## src/rtl/wb_port_arbiter.sv

```systemverilog
// Writeback port arbiter: three result sources (ALU/link, load return, muldiv)
// share the single register-file write port. Fixed priority s0 > s1 > s2, with
// starvation promotion for s1/s2 and a registered writeback stage.
module wb_port_arbiter #(
    parameter int unsigned WIDTH        = 32,
    parameter int unsigned STARVE_LIMIT = 8,
    parameter int unsigned CW           = 8
) (
    input  logic             clk,
    input  logic             reset,

    input  logic             s0_valid,
    input  logic [4:0]       s0_rd,
    input  logic [WIDTH-1:0] s0_data,
    output logic             s0_ready,

    input  logic             s1_valid,
    input  logic [4:0]       s1_rd,
    input  logic [WIDTH-1:0] s1_data,
    output logic             s1_ready,

    input  logic             s2_valid,
    input  logic [4:0]       s2_rd,
    input  logic [WIDTH-1:0] s2_data,
    output logic             s2_ready,

    output logic             wb_we,
    output logic [4:0]       wb_rd,
    output logic [WIDTH-1:0] wb_data,
    output logic [1:0]       wb_src
);

    // Same encoding as the result-select control.
    localparam logic [1:0] SrcAlu = 2'b00;
    localparam logic [1:0] SrcMem = 2'b01;
    localparam logic [1:0] SrcMdu = 2'b10;

    localparam logic [CW-1:0] Limit = CW'(STARVE_LIMIT);

    logic [CW-1:0] cnt1_q, cnt1_d;
    logic [CW-1:0] cnt2_q, cnt2_d;

    logic st1, st2;
    logic gnt0, gnt1, gnt2;
    logic xfer;

    logic             wb_we_q,   wb_we_d;
    logic [4:0]       wb_rd_q,   wb_rd_d;
    logic [WIDTH-1:0] wb_data_q, wb_data_d;
    logic [1:0]       wb_src_q,  wb_src_d;

    assign st1 = (cnt1_q == Limit);
    assign st2 = (cnt2_q == Limit);

    // Grant: promoted s1, promoted s2, then plain s0 > s1 > s2; nothing during reset.
    always_comb begin
        gnt0 = 1'b0;
        gnt1 = 1'b0;
        gnt2 = 1'b0;
        if (!reset) begin
            if (st1 && s1_valid) begin
                gnt1 = 1'b1;
            end else if (st2 && s2_valid) begin
                gnt2 = 1'b1;
            end else if (s0_valid) begin
                gnt0 = 1'b1;
            end else if (s1_valid) begin
                gnt1 = 1'b1;
            end else if (s2_valid) begin
                gnt2 = 1'b1;
            end
        end
    end

    assign s0_ready = gnt0;
    assign s1_ready = gnt1;
    assign s2_ready = gnt2;
    assign xfer     = gnt0 | gnt1 | gnt2;

    // Starvation counters: count consecutive denied cycles, saturating at the limit.
    always_comb begin
        cnt1_d = cnt1_q;
        cnt2_d = cnt2_q;
        if (!s1_valid || gnt1) begin
            cnt1_d = '0;
        end else if (cnt1_q != Limit) begin
            cnt1_d = cnt1_q + CW'(1);
        end
        if (!s2_valid || gnt2) begin
            cnt2_d = '0;
        end else if (cnt2_q != Limit) begin
            cnt2_d = cnt2_q + CW'(1);
        end
    end

    // Counter state.
    always_ff @(posedge clk) begin
        if (reset) begin
            cnt1_q <= '0;
            cnt2_q <= '0;
        end else begin
            cnt1_q <= cnt1_d;
            cnt2_q <= cnt2_d;
        end
    end

    // Writeback next state: load the winner; otherwise drop we and hold the rest.
    always_comb begin
        wb_we_d   = 1'b0;
        wb_rd_d   = wb_rd_q;
        wb_data_d = wb_data_q;
        wb_src_d  = wb_src_q;
        if (gnt0) begin
            wb_rd_d   = s0_rd;
            wb_data_d = s0_data;
            wb_src_d  = SrcAlu;
        end else if (gnt1) begin
            wb_rd_d   = s1_rd;
            wb_data_d = s1_data;
            wb_src_d  = SrcMem;
        end else if (gnt2) begin
            wb_rd_d   = s2_rd;
            wb_data_d = s2_data;
            wb_src_d  = SrcMdu;
        end
        // x0 writes complete the handshake but never reach the register file.
        if (xfer) begin
            wb_we_d = (wb_rd_d != 5'd0);
        end
    end

    // Writeback output register; reset discards any transfer in the same cycle.
    always_ff @(posedge clk) begin
        if (reset) begin
            wb_we_q   <= 1'b0;
            wb_rd_q   <= '0;
            wb_data_q <= '0;
            wb_src_q  <= SrcAlu;
        end else begin
            wb_we_q   <= wb_we_d;
            wb_rd_q   <= wb_rd_d;
            wb_data_q <= wb_data_d;
            wb_src_q  <= wb_src_d;
        end
    end

    assign wb_we   = wb_we_q;
    assign wb_rd   = wb_rd_q;
    assign wb_data = wb_data_q;
    assign wb_src  = wb_src_q;

endmodule

```

## config.mk

```make
export PLATFORM = sky130hd
export DESIGN_NAME = wb_port_arbiter
export DESIGN_NICKNAME = d
export VERILOG_FILES = /design/src/rtl/wb_port_arbiter.sv
export SDC_FILE = /design/constraint.sdc
export NUM_CORES = 1
export LEC_CHECK = 0
export CAP_MARGIN = 20
export CORE_ASPECT_RATIO = 1.2
export CORE_MARGIN = 4
export CORE_UTILIZATION = 40
export CTS_CLUSTER_SIZE = 30
export DETAILED_ROUTE_END_ITERATION = 10
export PLACE_DENSITY = 0.92
export SLEW_MARGIN = 15
export SYNTH_ARGS = -nofsm -noshare
export SYNTH_HDL_FRONTEND = slang
export SYNTH_SLANG_ARGS = --single-unit
```

## constraint.sdc

```tcl
create_clock -name clk -period 3.19 [get_ports clk]
set_input_delay 0.319 -clock clk [delete_from_list [all_inputs] [get_ports clk]]
set_output_delay 0.319 -clock clk [all_outputs]
set_load 0.005 [all_outputs]
```

==> results.cfg, run 1 <==
[power_and_ir_drop]
total_power_mw = 1.67
internal_power_mw = 1.26
p_clk_share_pct = 28.5
power_frac_seq_pct = 45.5
p_comb_share_pct = 26.0
p_leak_nw = 1.81
irDropWorstVdd_mv = 0.201
pwr_density_cell_nw_per_um2 = 352
p_sw_mw = 0.413
switching_share_pct = 24.6

[cts]
cts.htree.levels = 2
holdBufCountCts = 0
clockRootBuffer = sky130_fd_sc_hd__clkbuf_8
cts_made_buffers = 5
cts_resized = 0
numClockSinks = 56
cts.reportedPaths.clkPinSlew_ps = 90
tritoncts = built
worst_skew_pair.late_latency_ps = 310
max-clock-path-buffers = 2
post_cts.repair.setup_buffers = 0

[sta]
post-route-period-util_pct = 96.6
finalCriticalPeriod_ps = 3080
maxSlewHeadroom_pct = 72.3
final-max-slew-violation-count = 0
fmaxAchievable_ghz = 0.325
tightestPinTransition_ps = 415
timing_hold_violations_final = 0
finalSetupViolCount = 0
finClkSkew_ps = 11.9

[placement]
placed_area_sq_um = 4630
final_wtd_congestion = 0.843
numPortBuffers = 158
hpwl_um = 7880

[setup_path]
top_delay_family_on_crit_path = simple AND/OR/NAND/NOR gates
setup.reg_to_reg.worst_slack_ps = 250
cp.arrival_ps = 2760
critical_path.reg2reg.startpoint = cnt2_q[0]
start_kind = register
cp_num_buf_inv = 3
critPathCaptureType = primary output
slowest_stage = sky130_fd_sc_hd__or4_4
critical_path_class = register to primary output
regToRegEndpoint = wb_data[21]
worst_r2r_path_depth = 10
critical_path_cell_list = inv_1 -> ha_1 -> or4b_4 -> or4_4 -> a21o_1 -> nand2_2 -> inv_2 -> clkdlybuf4s50_1
max_stage_delay_ps = 510
timing.critical_path.fanout_max = 5
crit_required_ps = 2870

[final_layout]
mostFrequentLayoutCell = sky130_fd_sc_hd__clkdlybuf4s50_1
post-route-util_pct = 65.3
final_layout_size_suffix_gt1_share_pct = 5.71
most_frequent_cells_in_the_layout = sky130_fd_sc_hd__clkdlybuf4s50_1, sky130_fd_sc_hd__nand2_1, sky130_fd_sc_hd__dfxtp_1
layout.cell_area.non_filler_sq_um = 4750
area_delta_synth_final_pct = 57.9
num_antenna_cells = 0
nNetsFinal = 662

[floorplan]
die-height_um = 103
design.portCount = 159
fp.coreArea_sq_um = 7270
rows = 34
die_area_sq_um = 8980
die_w_um = 87.2
initial_core_util_pct = 41.4

[route]
dr_total_vias = 3443
viasPerCell = 5.44
drt_drc_violations_left = 0
antenna_violating_nets_left = 0
route.detailed.wl_per_inst_um = 16.2
drtIter0Drc = 224
totalWireLength_um = 10300
dr.pass1.iters = 5

[synth]
netlist_instances = 396
postSynthRegisterBits = 56
postSynthNetCount = 516
synth_top_area_share_pct = 37.3
synth.largest_area_cell = sky130_fd_sc_hd__dfxtp_1
post_synth_num_cell_types = 43
async_flop_share_pct = 0
number_of_synthesized_flops_with_an_enable_pin = 0
synth.avg_cell_area_sq_um = 7.60
synth_area_sq_um = 3010
synth_flop_cell = sky130_fd_sc_hd__dfxtp_1
synth.top_cells.by_area = sky130_fd_sc_hd__dfxtp_1, sky130_fd_sc_hd__nand2_1, sky130_fd_sc_hd__a311o_1
yosysWarnings = 0
synth_sequential_area_ratio_pct = 37.3

[worst_hold_path]
worstHoldPathCells = 2
worst_hold_startpoint = wb_data[3]
hp-class = register to register
whs_endpoint = wb_data[3]

[global_routing]
first_pass_grt_wire_length_um = 15500
track_usage_pct = 21.8
overflow = 0
antenna_found_initial = 0
via_count_of_the_first_global_routing_pass = 3287
grt_start_max_net_pins = 59

[flow_run]
maxCapViolations = 0

[status]
run_status = finished, final reports clean
-- cells in the mapped netlist (all sizes together) (4+ instances only) --
cell / number
and3: 4
inv: 9
a311o: 32
ha: 4
nand3: 12
nand2: 99
clkbuf: 11
xor2: 10
dfxtp: 56
a21oi: 40
o21ai: 6
buf: 18
nor2: 55
nor3: 5
-- cell families (layout without fill, tap and decap cells) --
group | after synthesis | after routing | share of synthesized area (%)
xor gates and xnor gates | 13 | 13 | 3.78
and+or+nand+nor | 189 | 189 | 27.0
buffers and inverters | 38 | 185 | 6.94
muxes | 2 | 2 | 0.707
adders and majority gates | 4 | 4 | 1.66
DFF | 56 | 56 | 37.3
AOI/OAI and AO/OA | 94 | 94 | 22.6
-- stage by stage --
stage	worst slack (ps)	setup TNS (ps)	std cells	hold slack [ps]
floorplan	587	0	396	448
global placement	399	0	625	437
detailed placement	274	0	625	443
CTS	68.1	0	633	457
global route	-2.55	-2.55	633	487
finish	110	0	633	454
-- power groups by stage --
stage               clock, mW  combinational (mW)  sequential (mW)
global route            0.528               0.474            0.766
CTS                     0.499               0.437            0.762
finish                  0.477               0.436            0.762
floorplan                   0               0.175            0.779
global placement            0               0.424            0.776
detailed placement          0               0.434            0.778
-- layout make-up --
type                            count  area [sq um]
Tap cell                           90           113
Timing Repair Buffer              168          1670
Multi-Input combinational cell    302          1690
Clock buffer                        6          82.6
Fill cell                         600          2520
Clock inverter                      2          38.8
Inverter                            9          33.8
Sequential cell                    56          1120
-- worst reg2reg max path, cell delays in order, from the launching register on --
cell	delay, ps
sky130_fd_sc_hd__dfxtp_1	360
sky130_fd_sc_hd__inv_1	100
sky130_fd_sc_hd__ha_1	140
sky130_fd_sc_hd__or4b_1	520
sky130_fd_sc_hd__nor3_2	400
sky130_fd_sc_hd__a2bb2oi_4	210
sky130_fd_sc_hd__inv_2	180
sky130_fd_sc_hd__nor3_4	230
sky130_fd_sc_hd__buf_4	400
sky130_fd_sc_hd__a311o_1	210
sky130_fd_sc_hd__a21oi_1	80
-- sequential cells by signal, summed over array words and instances (netlist names) --
register / count
cnt2_q: 8
wb_rd: 5
wb_data: 32
wb_we: 1
wb_src: 2
cnt1_q: 8
-- worst max-delay path by stage --
| stage | start | endpoint | slack [ps] | cells after the start |
|---|---|---|---|---|
| after floorplan | cnt1_q[0] | wb_data[13] | 590 | 12 |
| after global placement | cnt2_q[0] | wb_data[1] | 400 | 10 |
| after detailed placement | cnt2_q[0] | wb_data[21] | 270 | 10 |
| after CTS | cnt1_q[0] | s2_ready | 70 | 8 |
| after global routing | cnt1_q[0] | s2_ready | -3 | 8 |
| final | cnt1_q[0] | s2_ready | 110 | 8 |
-- metal layers --
metal | share of wire (%) | GRT usage, %
met5 | 0 | 0
met4 | 2.3 | 8.38
met3 | 10 | 5.04
met2 | 50 | 38.9
met1 | 38 | 25.2
No activity file was read; power rests on OpenSTA's default activity.
==> inputs of run 2 (changes only) <==
--- a/config.mk
+++ b/config.mk
@@ -9,7 +9,6 @@
 export CORE_ASPECT_RATIO = 1.2
 export CORE_MARGIN = 4
 export CORE_UTILIZATION = 40
-export CTS_CLUSTER_SIZE = 30
 export DETAILED_ROUTE_END_ITERATION = 10
 export PLACE_DENSITY = 0.92
 export SLEW_MARGIN = 15
==> results of run 2 <==
The final DEF is identical to that of run 1; final timing and power are the same.
==> inputs of run 3 (changes only) <==
--- a/config.mk
+++ b/config.mk
@@ -5,12 +5,14 @@
 export SDC_FILE = /design/constraint.sdc
 export NUM_CORES = 1
 export LEC_CHECK = 0
-export CAP_MARGIN = 20
+export CELL_PAD_IN_SITES_DETAIL_PLACEMENT = 1
+export CELL_PAD_IN_SITES_GLOBAL_PLACEMENT = 1
 export CORE_ASPECT_RATIO = 1.2
 export CORE_MARGIN = 4
-export CORE_UTILIZATION = 40
+export CORE_UTILIZATION = 27
 export DETAILED_ROUTE_END_ITERATION = 10
-export PLACE_DENSITY = 0.92
+export HOLD_SLACK_MARGIN = 0.02
+export PLACE_DENSITY = 0.91
 export SLEW_MARGIN = 15
 export SYNTH_ARGS = -nofsm -noshare
 export SYNTH_HDL_FRONTEND = slang
==> run 3 against run 2 <==
Against the previous run:
- clock-buffer cell count unchanged
- clock skew down 3.4 ps
- setup slack better by 7.9 ps
- sequential share of layout area down 0.93 points
- critical path depth unchanged
- flip-flop and latch count unchanged
- combinational power up 5.0%
- clock power up 32%
- cell count up 7.6%
- die area up 44%
- core utilization down 19 points
- maximum frequency up 0.26%
- critical path type unchanged
==> results.cfg, run 3 (synthesis gave the netlist of run 1 again) <==
[setup_path]
cp.arrival_ps = 2750
timing.critical_path.fanout_max = 5
critPathCaptureType = primary output
slowest_stage = sky130_fd_sc_hd__or4_4
setup.reg_to_reg.worst_slack_ps = 210
max_stage_delay_ps = 520
critical_path.reg2reg.startpoint = cnt2_q[1]
worst_r2r_path_depth = 10
critical_path.startpoint = cnt1_q[0]
regToRegEndpoint = wb_we
crit_required_ps = 2870
critical_path_cell_list = inv_1 -> ha_1 -> or4b_4 -> or4_4 -> a21o_4 -> nand2_4 -> inv_2 -> clkdlybuf4s50_1
critical_path_class = register to primary output
start_kind = register
worstSetupEndpoint = s2_ready

[cts]
cts.htree.levels = 2
clockRootBuffer = sky130_fd_sc_hd__clkbuf_16
worst_skew_pair.late_latency_ps = 290
numClockSinks = 56
cts.reportedPaths.clkPinSlew_ps = 70
tritoncts = built
max-clock-path-buffers = 2
holdBufCountCts = 0
cts_made_buffers = 5

[floorplan]
fp.coreArea_sq_um = 10700
die_area_sq_um = 12900
design.portCount = 159
rows = 41
initial_core_util_pct = 28.1
die_w_um = 104
die-height_um = 124

[route]
drtIter0Drc = 98
dr.pass1.iters = 6
drt_drc_violations_left = 0
viasPerCell = 5.14
dr_total_vias = 3498
totalWireLength_um = 12300
antenna_violating_nets_left = 0
route.detailed.wl_per_inst_um = 18.1

[placement]
placed_area_sq_um = 4750
hpwl_um = 9480
final_wtd_congestion = 0.793
numPortBuffers = 158
place.detailed.instances = 671

[global_routing]
grt_start_max_net_pins = 51
via_count_of_the_first_global_routing_pass = 3739
first_pass_grt_wire_length_um = 19600
antenna_found_initial = 0
track_usage_pct = 18.7
overflow = 0

[sta]
tightestPinTransition_ps = 478
timing_hold_violations_final = 0
finalCriticalPeriod_ps = 3070
fmaxAchievable_ghz = 0.325
hold_ws_ps = 396
post-route-period-util_pct = 96.3
maxSlewHeadroom_pct = 68.0
final-max-slew-violation-count = 0
finalSetupViolCount = 0
finalSetupTns_ps = 0
grt_setup_unrepaired = no
finClkSkew_ps = 8.54

[worst_hold_path]
worst_hold_startpoint = reset
hp-class = input port to register

[power_and_ir_drop]
p_leak_nw = 1.89
pwr_density_cell_nw_per_um2 = 374
irDropWorstVdd_mv = 0.286

[final_layout]
most_frequent_cells_in_the_layout = sky130_fd_sc_hd__clkdlybuf4s50_1, sky130_fd_sc_hd__nand2_1, sky130_fd_sc_hd__dfxtp_1
nNetsFinal = 671
num_antenna_cells = 0
area_delta_synth_final_pct = 64.4
layout.cell_area.non_filler_sq_um = 4950
final_layout_size_suffix_gt1_share_pct = 7.43
mostFrequentLayoutCell = sky130_fd_sc_hd__clkdlybuf4s50_1
largest_reg_flops = 32
final_cell_count_no_fill = 681
post-route-util_pct = 46.1

[flow_run]
maxCapViolations = 0

[status]
run_status = finished, final reports clean
## run 3: cell types whose count changed in the layout (fill, tap and decap cells not counted), moves of 2 or more
| cell | delta |
|---|---|
| sky130_fd_sc_hd__buf_12 | +2 |
| sky130_fd_sc_hd__buf_4 | +7 |
| sky130_fd_sc_hd__clkbuf_8 | -6 |
| sky130_fd_sc_hd__clkbuf_16 | +5 |
## run 3: how the worst min path moves through the flow
stage | to | cells past startpoint
after detailed placement | wb_data[1] | 2
after global routing | wb_rd[4] | 2
after global placement | wb_data[2] | 2
after floorplan | wb_data[0] | 2
after CTS | wb_src[0] | 2
final | wb_src[0] | 2
## run 3: final cells by class
cell class / count / area (sq um)
timing repair buffer: 177 / 1760
fill: 1290 / 5780
multi-input combinational: 302 / 1710
sequential: 56 / 1120
clock buffer: 6 / 129
tap: 129 / 161
clock inverter: 2 / 35.0
inverter: 9 / 33.8
## run 3: timing repair
item	4_1_cts	5_1_grt
hold endpoints to repair	0	0
resized for setup	0	4
setup buffers	0	2
endpoints found under the setup margin	0	3
## run 3: worst max-delay path, delay by kind of cell (launching register included)
kind,cells,cell delay [ps]
AND/OR/NAND/NOR,3,1090
buffers and inverters,3,610
flip-flops,1,350
AO/OA/AOI/OAI,1,260
adder cells (fa/ha/maj),1,140
## run 3: stage by stage
stage          power [mW]  setup WS (ps)
3_3_place_gp         1.22            350
6_report             1.85            118
4_1_cts              1.87          0.174
5_1_grt              1.94           9.06
2_1_floorplan       0.953            587
3_5_place_dp         1.23            227
## run 3: power breakdown
part	switching, mW	internal, mW
clock	0.258	0.370
combinational	0.181	0.278
sequential	0.0226	0.739
total	0.461	1.39
## run 3: per-layer routing
metal	wire length (um)	GRT usage [%]	vias to the layer above
met5	0	0	-
met4	240	4.74	0
met3	677	3.99	19
met2	6330	35.2	126
met1	5080	21.7	1675
li1	-	-	1678
